## src/rtl/rtsnoc_pkg.sv

```systemverilog
// -----------------------------------------------------------------------------
// rtsnoc_pkg
// Shared definitions for RTSNoC local-port endpoints.
//   - header field widths and NOC_BUS_SIZE derivation
//   - data-transform mode encodings
//   - FSM state encodings for the echo endpoint
//   - field-position helpers that every endpoint uses to pack and unpack
//     the bus.
//     Bus layout, MSB to LSB:
//       X_orig, Y_orig, local_orig[2:0], X_dst, Y_dst, local_dst[2:0], data
// -----------------------------------------------------------------------------
package rtsnoc_pkg;

  localparam int LOCAL_ADDR_W = 3;

  typedef enum logic [1:0] {
    MODE_ECHO = 2'd0,
    MODE_INC  = 2'd1,
    MODE_INV  = 2'd2,
    MODE_SINK = 2'd3
  } mode_e;

  typedef enum logic [0:0] {
    RX_IDLE = 1'b0,
    RX_ACK  = 1'b1
  } rx_state_e;

  typedef enum logic [1:0] {
    TX_IDLE  = 2'd0,
    TX_WAIT  = 2'd1,
    TX_WRITE = 2'd2
  } tx_state_e;

  // Total bus width: payload plus two (X,Y,local) address triples.
  function automatic int noc_bus_size(input int sx, input int sy, input int dw);
    return dw + 2 * sx + 2 * sy + 2 * LOCAL_ADDR_W;
  endfunction

  // LSB of local_dst.
  function automatic int noc_dst_local_lsb(input int dw);
    return dw;
  endfunction

  // LSB of the {X_dst, Y_dst} pair.
  function automatic int noc_dst_xy_lsb(input int dw);
    return dw + LOCAL_ADDR_W;
  endfunction

  // LSB of local_orig; {X_orig, Y_orig, local_orig} is contiguous from here.
  function automatic int noc_orig_local_lsb(input int sx, input int sy, input int dw);
    return dw + LOCAL_ADDR_W + sx + sy;
  endfunction

endpackage

```

## src/rtl/rtsnoc_echo_fifo_if.sv

```systemverilog
// -----------------------------------------------------------------------------
// rtsnoc_echo_fifo_if
// Router local-port bundle.
//   dout/nd   : packet offered by the router, nd = packet valid
//   rd        : one-cycle pop strobe from the endpoint
//   din/wr    : packet and one-cycle write strobe from the endpoint
//   wait_req  : router cannot accept a write
// The master modport is the router side; the slave modport is the endpoint.
// -----------------------------------------------------------------------------
interface rtsnoc_echo_fifo_if #(
  parameter int BUS_W = rtsnoc_pkg::noc_bus_size(1, 1, 16)
);
  logic [BUS_W-1:0] dout;
  logic             nd;
  logic             rd;
  logic [BUS_W-1:0] din;
  logic             wr;
  logic             wait_req;

  modport master (output dout, nd, wait_req, input rd, din, wr);
  modport slave  (input dout, nd, wait_req, output rd, din, wr);
endinterface

```

## src/rtl/rtsnoc_sync_fifo.sv

```systemverilog
// -----------------------------------------------------------------------------
// rtsnoc_sync_fifo
// Single-clock FIFO of 2^DEPTH_LOG2 entries.
//   clk_i, rst_n_i : clock, async active-low reset (empties the FIFO)
//   push_i/wdata_i : write request and data (ignored when full)
//   pop_i/rdata_o  : read request and head of queue (ignored when empty)
//   full_o/empty_o : derived from the registered level only
//   level_o        : registered occupancy 0..2^DEPTH_LOG2
// -----------------------------------------------------------------------------
module rtsnoc_sync_fifo #(
  parameter int WIDTH      = 8,
  parameter int DEPTH_LOG2 = 2
) (
  input  logic                  clk_i,
  input  logic                  rst_n_i,
  input  logic                  push_i,
  input  logic [WIDTH-1:0]      wdata_i,
  input  logic                  pop_i,
  output logic [WIDTH-1:0]      rdata_o,
  output logic                  full_o,
  output logic                  empty_o,
  output logic [DEPTH_LOG2:0]   level_o
);
  localparam int DEPTH = 1 << DEPTH_LOG2;
  localparam logic [DEPTH_LOG2:0]   LEVEL_FULL = {1'b1, {DEPTH_LOG2{1'b0}}};
  localparam logic [DEPTH_LOG2:0]   LEVEL_ONE  = {{DEPTH_LOG2{1'b0}}, 1'b1};
  localparam logic [DEPTH_LOG2-1:0] PTR_ONE    = {{(DEPTH_LOG2-1){1'b0}}, 1'b1};

  logic [WIDTH-1:0]      mem_q [DEPTH];
  logic [DEPTH_LOG2-1:0] wr_ptr_q;
  logic [DEPTH_LOG2-1:0] rd_ptr_q;
  logic [DEPTH_LOG2:0]   level_q;
  logic                  push_s;
  logic                  pop_s;

  assign full_o  = (level_q == LEVEL_FULL);
  assign empty_o = (level_q == {(DEPTH_LOG2+1){1'b0}});
  assign push_s  = push_i && !full_o;
  assign pop_s   = pop_i && !empty_o;
  assign rdata_o = mem_q[rd_ptr_q];
  assign level_o = level_q;

  // Storage array; contents are only meaningful between the pointers.
  always_ff @(posedge clk_i) begin
    if (push_s) begin
      mem_q[wr_ptr_q] <= wdata_i;
    end
  end

  // Pointers wrap naturally at the power-of-two depth; level tracks net change.
  always_ff @(posedge clk_i or negedge rst_n_i) begin
    if (!rst_n_i) begin
      wr_ptr_q <= {DEPTH_LOG2{1'b0}};
      rd_ptr_q <= {DEPTH_LOG2{1'b0}};
      level_q  <= {(DEPTH_LOG2+1){1'b0}};
    end else begin
      if (push_s) wr_ptr_q <= wr_ptr_q + PTR_ONE;
      if (pop_s)  rd_ptr_q <= rd_ptr_q + PTR_ONE;
      case ({push_s, pop_s})
        2'b10:   level_q <= level_q + LEVEL_ONE;
        2'b01:   level_q <= level_q - LEVEL_ONE;
        default: level_q <= level_q;
      endcase
    end
  end
endmodule

```

## src/rtl/rtsnoc_echo_fifo.sv

```systemverilog
// -----------------------------------------------------------------------------
// rtsnoc_echo_fifo
// Buffered echo endpoint for an RTSNoC router local port. Accepted packets get
// origin/destination swapped, an optional data transform, and are queued for
// re-injection towards their sender.
//   clk_i, rst_n_i : clock, async active-low reset
//   noc_if         : router local port (slave side)
//   mode_i         : 0 echo, 1 data+1, 2 ~data, 3 sink (drop everything)
//   rx/tx/drop_count_o : wrapping packet counters
//   fifo_level_o   : current FIFO occupancy
// -----------------------------------------------------------------------------
module rtsnoc_echo_fifo
  import rtsnoc_pkg::*;
#(
  parameter int          SOC_SIZE_X      = 1,
  parameter int          SOC_SIZE_Y      = 1,
  parameter int          NOC_DATA_WIDTH  = 16,
  parameter logic [2:0]  RX_ADDR         = 3'd0,
  parameter logic [2:0]  TX_ADDR         = 3'd0,
  parameter int          FIFO_DEPTH_LOG2 = 2,
  parameter int          CNT_WIDTH       = 16
) (
  input  logic                       clk_i,
  input  logic                       rst_n_i,
  rtsnoc_echo_fifo_if.slave          noc_if,
  input  logic [1:0]                 mode_i,
  output logic [CNT_WIDTH-1:0]       rx_count_o,
  output logic [CNT_WIDTH-1:0]       tx_count_o,
  output logic [CNT_WIDTH-1:0]       drop_count_o,
  output logic [FIFO_DEPTH_LOG2:0]   fifo_level_o
);
  localparam int NOC_BUS_SIZE = noc_bus_size(SOC_SIZE_X, SOC_SIZE_Y, NOC_DATA_WIDTH);
  localparam int XY_W         = SOC_SIZE_X + SOC_SIZE_Y;
  localparam int DST_LOC_LSB  = noc_dst_local_lsb(NOC_DATA_WIDTH);
  localparam int DST_XY_LSB   = noc_dst_xy_lsb(NOC_DATA_WIDTH);
  localparam int ORIG_LOC_LSB = noc_orig_local_lsb(SOC_SIZE_X, SOC_SIZE_Y, NOC_DATA_WIDTH);
  localparam logic [CNT_WIDTH-1:0]      CNT_ONE  = {{(CNT_WIDTH-1){1'b0}}, 1'b1};
  localparam logic [NOC_DATA_WIDTH-1:0] DATA_ONE = {{(NOC_DATA_WIDTH-1){1'b0}}, 1'b1};

  // Swap the address triples, stamp our origin address, transform the payload.
  function automatic logic [NOC_BUS_SIZE-1:0] build_reply(
    input logic [NOC_BUS_SIZE-1:0] rx,
    input mode_e                   mode
  );
    logic [NOC_DATA_WIDTH-1:0] data;
    case (mode)
      MODE_INC: data = rx[NOC_DATA_WIDTH-1:0] + DATA_ONE;
      MODE_INV: data = ~rx[NOC_DATA_WIDTH-1:0];
      default:  data = rx[NOC_DATA_WIDTH-1:0];
    endcase
    // {X_dst,Y_dst} become the new origin; {X_orig,Y_orig,local_orig} the new destination.
    return {rx[DST_XY_LSB +: XY_W], TX_ADDR, rx[ORIG_LOC_LSB +: XY_W + LOCAL_ADDR_W], data};
  endfunction

  rx_state_e rx_state_q, rx_state_d;
  tx_state_e tx_state_q, tx_state_d;
  logic                    rd_q, rd_d;
  logic                    wr_q, wr_d;
  logic [NOC_BUS_SIZE-1:0] din_q, din_d;
  logic [CNT_WIDTH-1:0]    rx_cnt_q, tx_cnt_q, drop_cnt_q;

  mode_e                   mode_s;
  logic                    accept_s;
  logic                    push_s, pop_s;
  logic                    rx_inc_s, tx_inc_s, drop_inc_s;
  logic                    full_s, empty_s;
  logic [NOC_BUS_SIZE-1:0] head_s;

  assign mode_s   = mode_e'(mode_i);
  assign accept_s = (noc_if.dout[DST_LOC_LSB +: LOCAL_ADDR_W] == RX_ADDR) && (mode_s != MODE_SINK);

  rtsnoc_sync_fifo #(
    .WIDTH      (NOC_BUS_SIZE),
    .DEPTH_LOG2 (FIFO_DEPTH_LOG2)
  ) u_fifo (
    .clk_i   (clk_i),
    .rst_n_i (rst_n_i),
    .push_i  (push_s),
    .wdata_i (build_reply(noc_if.dout, mode_s)),
    .pop_i   (pop_s),
    .rdata_o (head_s),
    .full_o  (full_s),
    .empty_o (empty_s),
    .level_o (fifo_level_o)
  );

  // RX next-state: pop the router when not full; the packet is queued or dropped on the same edge.
  always_comb begin
    rx_state_d = rx_state_q;
    rd_d       = 1'b0;
    push_s     = 1'b0;
    rx_inc_s   = 1'b0;
    drop_inc_s = 1'b0;
    case (rx_state_q)
      RX_IDLE: begin
        if (noc_if.nd && !full_s) begin
          rd_d       = 1'b1;
          rx_state_d = RX_ACK;
          rx_inc_s   = 1'b1;
          if (accept_s) begin
            push_s = 1'b1;
          end else begin
            drop_inc_s = 1'b1;
          end
        end else begin
          rx_state_d = RX_IDLE;
        end
      end
      RX_ACK:  rx_state_d = RX_IDLE;
      default: rx_state_d = RX_IDLE;
    endcase
  end

  // TX next-state: load head into din, wait for the router, strobe wr for one cycle.
  always_comb begin
    tx_state_d = tx_state_q;
    wr_d       = 1'b0;
    pop_s      = 1'b0;
    tx_inc_s   = 1'b0;
    din_d      = din_q;
    case (tx_state_q)
      TX_IDLE: begin
        if (!empty_s) begin
          din_d      = head_s;
          pop_s      = 1'b1;
          tx_state_d = TX_WAIT;
        end else begin
          tx_state_d = TX_IDLE;
        end
      end
      TX_WAIT: begin
        if (!noc_if.wait_req) begin
          wr_d       = 1'b1;
          tx_state_d = TX_WRITE;
        end else begin
          tx_state_d = TX_WAIT;
        end
      end
      TX_WRITE: begin
        tx_inc_s   = 1'b1;
        tx_state_d = TX_IDLE;
      end
      default: tx_state_d = TX_IDLE;
    endcase
  end

  // FSM state and registered router-facing outputs.
  always_ff @(posedge clk_i or negedge rst_n_i) begin
    if (!rst_n_i) begin
      rx_state_q <= RX_IDLE;
      tx_state_q <= TX_IDLE;
      rd_q       <= 1'b0;
      wr_q       <= 1'b0;
      din_q      <= {NOC_BUS_SIZE{1'b0}};
    end else begin
      rx_state_q <= rx_state_d;
      tx_state_q <= tx_state_d;
      rd_q       <= rd_d;
      wr_q       <= wr_d;
      din_q      <= din_d;
    end
  end

  // Traffic counters, wrapping silently.
  always_ff @(posedge clk_i or negedge rst_n_i) begin
    if (!rst_n_i) begin
      rx_cnt_q   <= {CNT_WIDTH{1'b0}};
      tx_cnt_q   <= {CNT_WIDTH{1'b0}};
      drop_cnt_q <= {CNT_WIDTH{1'b0}};
    end else begin
      if (rx_inc_s)   rx_cnt_q   <= rx_cnt_q + CNT_ONE;
      if (tx_inc_s)   tx_cnt_q   <= tx_cnt_q + CNT_ONE;
      if (drop_inc_s) drop_cnt_q <= drop_cnt_q + CNT_ONE;
    end
  end

  assign noc_if.rd    = rd_q;
  assign noc_if.wr    = wr_q;
  assign noc_if.din   = din_q;
  assign rx_count_o   = rx_cnt_q;
  assign tx_count_o   = tx_cnt_q;
  assign drop_count_o = drop_cnt_q;
endmodule

```

## src/flat_wrapper.sv

```systemverilog
// flat-port wrapper written by rule: the top's interface ports become plain ports
module rtsnoc_echo_fifo_flat import rtsnoc_pkg::*;
#(
  parameter int          SOC_SIZE_X      = 1,
  parameter int          SOC_SIZE_Y      = 1,
  parameter int          NOC_DATA_WIDTH  = 16,
  parameter logic [2:0]  RX_ADDR         = 3'd0,
  parameter logic [2:0]  TX_ADDR         = 3'd0,
  parameter int          FIFO_DEPTH_LOG2 = 2,
  parameter int          CNT_WIDTH       = 16
)
  (clk_i, rst_n_i, mode_i, rx_count_o, tx_count_o, drop_count_o, fifo_level_o, noc_if_dout, noc_if_nd, noc_if_wait_req, noc_if_rd, noc_if_din, noc_if_wr);
  rtsnoc_echo_fifo_if #(.BUS_W((26))) noc_if_i ();
  input  logic clk_i;
  input  logic rst_n_i;
  input  logic [1:0] mode_i;
  output logic [CNT_WIDTH-1:0] rx_count_o;
  output logic [CNT_WIDTH-1:0] tx_count_o;
  output logic [CNT_WIDTH-1:0] drop_count_o;
  output logic [FIFO_DEPTH_LOG2:0] fifo_level_o;
  input wire logic [$bits(noc_if_i.dout)-1:0] noc_if_dout;
  input wire logic [$bits(noc_if_i.nd)-1:0] noc_if_nd;
  input wire logic [$bits(noc_if_i.wait_req)-1:0] noc_if_wait_req;
  output wire logic [$bits(noc_if_i.rd)-1:0] noc_if_rd;
  output wire logic [$bits(noc_if_i.din)-1:0] noc_if_din;
  output wire logic [$bits(noc_if_i.wr)-1:0] noc_if_wr;
  assign noc_if_i.dout = noc_if_dout;
  assign noc_if_i.nd = noc_if_nd;
  assign noc_if_i.wait_req = noc_if_wait_req;
  assign noc_if_rd = noc_if_i.rd;
  assign noc_if_din = noc_if_i.din;
  assign noc_if_wr = noc_if_i.wr;
  rtsnoc_echo_fifo #(.SOC_SIZE_X(SOC_SIZE_X), .SOC_SIZE_Y(SOC_SIZE_Y), .NOC_DATA_WIDTH(NOC_DATA_WIDTH), .RX_ADDR(RX_ADDR), .TX_ADDR(TX_ADDR), .FIFO_DEPTH_LOG2(FIFO_DEPTH_LOG2), .CNT_WIDTH(CNT_WIDTH)) u_core (.clk_i(clk_i), .rst_n_i(rst_n_i), .noc_if(noc_if_i), .mode_i(mode_i), .rx_count_o(rx_count_o), .tx_count_o(tx_count_o), .drop_count_o(drop_count_o), .fifo_level_o(fifo_level_o));
endmodule
```

## config.mk

```make
export PLATFORM = sky130hd
export DESIGN_NAME = rtsnoc_echo_fifo_flat
export DESIGN_NICKNAME = d
export VERILOG_FILES = /design/src/rtl/rtsnoc_pkg.sv /design/src/rtl/rtsnoc_echo_fifo_if.sv /design/src/rtl/rtsnoc_sync_fifo.sv /design/src/rtl/rtsnoc_echo_fifo.sv /design/src/flat_wrapper.sv
export SDC_FILE = /design/constraint.sdc
export NUM_CORES = 1
export LEC_CHECK = 0
export ABC_AREA = 1
export BUFFER_PORTS_ARGS = -buffer_cell sky130_fd_sc_hd__buf_2
export CAP_MARGIN = 20
export CORE_MARGIN = 8
export CORE_UTILIZATION = 40
export CTS_CLUSTER_DIAMETER = 100
export DETAILED_ROUTE_END_ITERATION = 8
export HOLD_SLACK_MARGIN = 0.15
export MAX_ROUTING_LAYER = met4
export PLACE_DENSITY = 0.69
export SLEW_MARGIN = 20
export SYNTH_ARGS = -nofsm -noshare
export SYNTH_HDL_FRONTEND = slang
export SYNTH_SLANG_ARGS = --single-unit
```

## constraint.sdc

```tcl
create_clock -name clk_i -period 3.8 [get_ports clk_i]
set_input_delay 0.76 -clock clk_i [delete_from_list [all_inputs] [get_ports clk_i]]
set_output_delay 0.76 -clock clk_i [all_outputs]
set_load 0.05 [all_outputs]
```

# Word level (Yosys, flattened, before mapping)

Memories as Yosys holds them, arrays and structs flattened. A register that Yosys moved wholly into a read port is not among the register bits.
Index checks and enable logic that the tools add are counted.

Add/subtract/negate cells: 8
Mux-type cells: 21
Bitwise operators: 3
Shift operators: 0
$mul: 0
Reduce and logical (&&, ||, !) cells: 12
Eq/ne operators: 8
Div/mod/pow operators: 0
Magnitude comparators: 0

Operator list:

| cell                                                                  | number |
|---|---|
| 16-bit by 1-bit adder with 16-bit output, second input constant       | 4 |
| 16-bit case mux with 2 select lines                                   | 1 |
| 1-bit 2-to-1 mux                                                      | 16 |
| 16-bit NOT                                                            | 1 |
| 2-bit by 1-bit equality test with 1-bit output, second input constant | 3 |
| 2-bit equality test, second input constant                            | 3 |
| 3-bit logical NOT                                                     | 2 |
| 3-bit case mux with 2 select lines                                    | 1 |
| 2-bit by 1-bit adder with 2-bit output, second input constant         | 2 |
| 1-bit logical AND                                                     | 4 |
| 2-bit case mux with 2 select lines                                    | 1 |
| 3-bit by 1-bit adder with 3-bit output, second input constant         | 1 |
| 3-bit equality test, second input constant                            | 1 |
| 1-bit logical NOT                                                     | 3 |
| 3-bit by 1-bit subtractor with 3-bit output, second input constant    | 1 |
| 2-bit logical NOT                                                     | 1 |
| 2-bit 2-to-1 mux                                                      | 1 |
| 2-bit != test, second input constant                                  | 1 |
| 1-bit NOT                                                             | 2 |
| 1-bit case mux with 2 select lines                                    | 1 |
| 2-bit AND reduction                                                   | 1 |
| 2-bit nonzero test                                                    | 1 |

Latch bits: 0
Register bits: 86
ROM bits: 0
Memories kept: 1
Input bits: 32
Bits in writable memories: 92
Word-level logic and storage cells: 64
Output and inout bits: 79

Memories:

| memory              | words | width | read ports | clocked after memory_dff | write ports | line                   | text |
|---|---|---|---|---|---|---|---|
| u_core.u_fifo.mem_q | 4     | 23    | 1          | 1                        | 1           | rtsnoc_sync_fifo.sv:29 | `logic [WIDTH-1:0] mem_q [DEPTH];` |

# Logic depth before layout (Yosys ltp)

Depth in word-level cells: 8
Gate-level depth with buffers: 11
Gate-level depth less buffers: 11

# Hierarchy

From an unflattened synthesis, not the netlist that was laid out.

Cell total of the unflattened synthesis: 948
Area, all modules: 9,137.5 um^2

By module, submodules not included:

| module           | cells an instance | area an instance (um^2) | times used | seq. area each (um^2) |
|---|---|---|---|---|
| rtsnoc_sync_fifo | 364               | 4,778.3                 | 1          | 3,298.2 |
| rtsnoc_echo_fifo | 584               | 4,359.2                 | 1          | 1,951.9 |

# Worst setup path after synthesis

OpenSTA, ideal clock, no wires.

Path type: input to register
Start: input port mode_i[0]
End: memory u_core.u_fifo.mem_q[0][0] in the netlist's numbering, enable pin
Arrival: 2.570 ns
Setup slack: 0.828 ns
Stages on the path: 6
Setup time: 0.403 ns
Path through: ha_1 -> nor2_1 -> nand2_1 -> nor2_2 -> inv_1 -> nor2_1

Cells in the longest elaborated chain, start to end: 8

RTL lines:

| item                                   | line                    | text |
|---|---|---|
| start: declaration                     | flat_wrapper.sv:16      | `input logic [1:0] mode_i;` |
| 2-bit != test                          | rtsnoc_echo_fifo.sv:70  | `assign accept_s = (noc_if.dout[DST_LOC_LSB +: LOCAL_ADDR_W] == RX_ADDR) && (mode_s != MODE_SINK);` |
| 1-bit logical AND                      | rtsnoc_echo_fifo.sv:70  |  |
| 1-bit 2-to-1 mux                       | rtsnoc_echo_fifo.sv:100 | `if (accept_s) begin` |
| 1-bit 2-to-1 mux                       | rtsnoc_echo_fifo.sv:96  | `if (noc_if.nd && !full_s) begin` |
| 1-bit 2-to-1 mux                       | rtsnoc_echo_fifo.sv:94  | `case (rx_state_q)` |
| 1-bit logical AND                      | rtsnoc_sync_fifo.sv:38  | `assign push_s = push_i && !full_o;` |
| 1-bit 2-to-1 mux                       | rtsnoc_sync_fifo.sv:45  | `if (push_s) begin` |
| 1-bit 2-to-1 mux (implied by the code) | rtsnoc_sync_fifo.sv:46  | `mem_q[wr_ptr_q] <= wdata_i;` |
| end: declaration                       | rtsnoc_sync_fifo.sv:29  |  |

No other way between the ends.

# Worst setup path after layout

Start: register u_core.u_fifo.level_q[2] (netlist: u_core.u_fifo.level_o[2])
End: register u_core.u_fifo.level_q[2] (netlist: u_core.u_fifo.level_o[2])

Cells in the longest elaborated chain, start to end: 8
Elaborated cells between the ends (all ways): 17
Classes of those cells: add/sub: 2; eq/ne: 3; mux: 5; reduce/logical: 7

RTL lines:

| item                                                                                         | line                                           | text |
|---|---|---|
| start: declaration                                                                           | rtsnoc_sync_fifo.sv:32                         | `logic [DEPTH_LOG2:0] level_q;` |
| start signal: assignment                                                                     | rtsnoc_sync_fifo.sv:55                         | `level_q <= {(DEPTH_LOG2+1){1'b0}};` |
| start signal: assignment                                                                     | rtsnoc_sync_fifo.sv:60                         | `2'b10: level_q <= level_q + LEVEL_ONE;` |
| start signal: assignment                                                                     | rtsnoc_sync_fifo.sv:61                         | `2'b01: level_q <= level_q - LEVEL_ONE;` |
| 3-bit equality test                                                                          | rtsnoc_sync_fifo.sv:36                         | `assign full_o = (level_q == LEVEL_FULL);` |
| 1-bit logical NOT                                                                            | rtsnoc_sync_fifo.sv:38, rtsnoc_echo_fifo.sv:96 |  |
| 1-bit logical AND                                                                            | rtsnoc_echo_fifo.sv:96                         |  |
| 1-bit 2-to-1 mux                                                                             | rtsnoc_echo_fifo.sv:96                         |  |
| 1-bit 2-to-1 mux                                                                             | rtsnoc_echo_fifo.sv:94                         |  |
| 1-bit logical AND                                                                            | rtsnoc_sync_fifo.sv:38                         |  |
| 2-bit by 1-bit equality test with 1-bit output / 2-bit equality test (equally long branches) | rtsnoc_sync_fifo.sv:59                         | `case ({push_s, pop_s})` |
| 3-bit case mux with 2 select lines / 2-bit nonzero test (equally long branches)              | -                                              |  |

Several ways; a longest one is shown, not always the timed one.
A chain may end at the register's enable or synchronous reset.

==> results.toml <==
[route]
drtIter0Drc = 328
wl_microns = 17300
avgViaCountPerCell = 4.82
route.detailed.drc = 0
num_vias = 5775
first_pass_iters = 5
antenna_left = 0
wire_per_inst_microns = 14.5

[floorplanning]
chipHeight_microns = 157
ioPinCount = 111
core_sq_um = 19500
dieArea_sq_um = 24500
start_util_pct = 40.7
die_x_microns = 157
fp-row-count = 51

[finish]
final_util_pct = 47.7
mostFrequentLayoutCells = "nand2_1, buf_2, nor2_1, edfxtp_1, dfrtp_1"
fill_cells = 1806
drive_above_1_share_pct = 18.5
syn_to_final_growth_pct = 17.4
final_common_cell = "nand2_1"
diodes = 0
instances_no_fill = 1197
fin_area_sq_um = 9290
fin_nets = 964

[power_and_ir_drop]
p_switching_uw = 2780
peakVddDrop_mv = 0.312
p_comb_share_pct = 37.2
p_per_area_nw_per_um2 = 711
leakagePower_uw = 0.00416
clkPwrFrac_pct = 24.3
pwr-share-seq_pct = 38.5
p_sw_share_pct = 42.2
p_int_uw = 3820

[timing]
tightest_slew_ns = 0.831
finClkSkew_ns = 0.00838
hold_viol_final = 0
slew_violations = 0
max_freq_mhz = 411
setup_viol = 0
relSlewSlack_pct = 44.6
finalCritPeriodShare_pct = 64.1
grt_setup_unrepaired = "false"
setup_tns_ns = 0
finalCriticalPeriod_ns = 2.43

[worst_setup_path]
crit_fanout = 26
startpoint_type = "register"
critPathBufInv = 4
cpMaxStageDelayCell = "dfrtp_1"
reg2regPathDepth = 11
cpPeakStageDelay_ns = 0.41
cp.depth = 11
crit_chain = "inv_1 > nand2_1 > nand3_2 > buf_4 > inv_2 > ha_1 > inv_1 > fa_1 > a21oi_1 > o21ai_0 > xor2_1"
crit_path_start = "u_core.u_fifo.level_o[2]"
r2r-end = "u_core.u_fifo.level_o[2]"
worstSetupEndpoint = "u_core.u_fifo.level_o[2]"
cpMostUsedCell = "inv_1"
crit_type = "reg -> reg"
endpoint_kind = "register"
crit_arrival_ns = 2.73
crit_family = "buffers and inverters"
reg2reg_setup_slack_ns = 1.37
cp.required_ns = 4.10
r2r-start = "u_core.u_fifo.level_o[2]"

[hold_path]
hp-class = "in -> async"

[clocking]
clk_pin_slew_ns = 0.06
hold_buffers = 0
cts_sinks = 174
cts_tree = "yes"
post-cts-setup-buffer-count = 0
htreeDepth = 4
clk_latency_ns = 0.42
cts_buffers = 17
clock-root-buffer = "clkbuf_16"
post_cts_resized = 0
cts.path.max_buffers = 2

[grt]
grt_pass1_wl_microns = 28400
grtUsageTotal_pct = 15.0
antenna_found_initial = 0
grt_pass1_vias = 5589
grt_overflow_total = 0
grt_max_degree = 76

[logic_synthesis]
synth_area_sq_um = 7910
syn_inst = 807
synth_edf_count = 92
ys_seq_area_share_pct = 60.8
yosys.cell_types.count = 40
syn_avg_cell_area_sq_um = 9.81
synth_flop_cell = "edfxtp_1"
synth-async-reset-ratio_pct = 47.1
synth-seq-cells = 174
ys_warn_count = 0

[placement]
io_buffers = 107
dpl-instance-area_sq_um = 8750
dp_cells = 1165
globalplace.congestion = 0.821
hpwl_microns = 11800

[job]
maxCapViolations = 0

[outcome]
outcome = "completed"
-- synthesized netlist by cell type (2+ instances only) --
cell type	n	area (sq um)
nand2_1	207	777
nor2_1	107	402
edfxtp_1	92	2760
dfrtp_1	82	2050
o21ai_0	66	330
inv_1	58	218
nand3_1	24	120
o22ai_1	23	144
xor2_1	23	201
a21oi_1	14	70.1
nand4_1	13	81.3
ha_1	12	150
xnor2_1	12	105
buf_2	11	55.1
clkbuf_1	9	33.8
nor3_1	8	40.0
nor2_2	7	43.8
nand3b_1	4	30.0
a31oi_1	3	18.8
buf_4	3	22.5
inv_2	3	11.3
nand3_2	3	30.0
nor2_4	3	33.8
nand2_2	2	12.5
nand2_4	2	22.5
o211ai_1	2	15.0
-- stage by stage --
stage / hold WS [ns] / setup WS, ns / power (uW)
6_report: 0.361 / 1.37 / 6600
5_1_grt: 0.432 / 1.15 / 7010
4_1_cts: 0.481 / 1.33 / 6680
3_5_place_dp: 0.464 / 0.930 / 5070
3_3_place_gp: 0.460 / 0.971 / 5020
2_1_floorplan: 0.464 / 0.828 / 4410
-- sequential cells by signal, summed over array words and instances (netlist names), 3 cells and up --
register / cells
u_core.rx_count_o: 16
u_core.noc_if.din: 23
u_core.u_fifo.mem_q: 92
u_core.drop_count_o: 16
u_core.tx_count_o: 16
u_core.u_fifo.level_o: 3
-- final cells by class --
class | instances | area (sq um) | share of cell area, %
multi-input combinational | 548 | 2760 | 29.7
sequential | 174 | 4810 | 51.8
clock inverter | 12 | 96.3 | 1.04
inverter | 63 | 239 | 2.57
clock buffer | 20 | 447 | 4.81
timing repair buffer | 115 | 602 | 6.48
tap | 265 | 332 | 3.57
-- logic make-up after synthesis --
family	count (synthesis)	share of synthesized area, %
muxes	1	0.142
and+or+nand+nor	384	20.7
other	1	0.0474
adders and majority gates	13	2.15
buffers and inverters	87	4.47
xor gates and xnor gates	35	3.87
DFF	174	60.8
AOI/OAI and AO/OA	112	7.78
-- how the worst min path moves through the flow --
stage,start,to,slack [ns],cells after the start
after floorplan,rst_n_i,u_core.drop_count_o[0],0.46,0
after global placement,u_core.noc_if.din[24],u_core.noc_if.din[24],0.46,2
after detailed placement,u_core.noc_if.din[1],u_core.noc_if.din[1],0.46,2
after CTS,u_core.noc_if.din[1],u_core.noc_if.din[1],0.48,2
after global routing,rst_n_i,u_core.noc_if.din[4],0.43,1
final,rst_n_i,u_core.noc_if.din[4],0.36,1
-- per-layer routing --
metal / routed length (microns) / global-route usage, % / up-vias / part of all wire, %
met5: 0 / - / - / 0
met4: 182 / 4.94 / 0 / 1.0
met3: 753 / 2.62 / 15 / 4.3
met2: 8550 / 25.0 / 138 / 49
met1: 7860 / 18.2 / 2724 / 45
li1: - / - / 2898 / -
-- worst register-to-register path: stages (launching register included) --
cell,delay (ns)
dfrtp_1,0.41
inv_1,0.09
nand2_1,0.10
nand3_2,0.06
buf_4,0.23
inv_2,0.39
ha_1,0.23
inv_1,0.06
fa_1,0.37
a21oi_1,0.14
o21ai_0,0.10
xor2_1,0.15
-- power by group through the flow --
| stage | combinational (uW) | sequential (uW) | clock [uW] |
|---|---|---|---|
| 2_1_floorplan | 1120 | 3290 | 0 |
| 3_3_place_gp | 2450 | 2570 | 0 |
| 3_5_place_dp | 2490 | 2580 | 0 |
| 4_1_cts | 2500 | 2550 | 1630 |
| 5_1_grt | 2720 | 2590 | 1710 |
| 6_report | 2460 | 2540 | 1600 |
No activity file was read; power rests on OpenSTA's default activity.
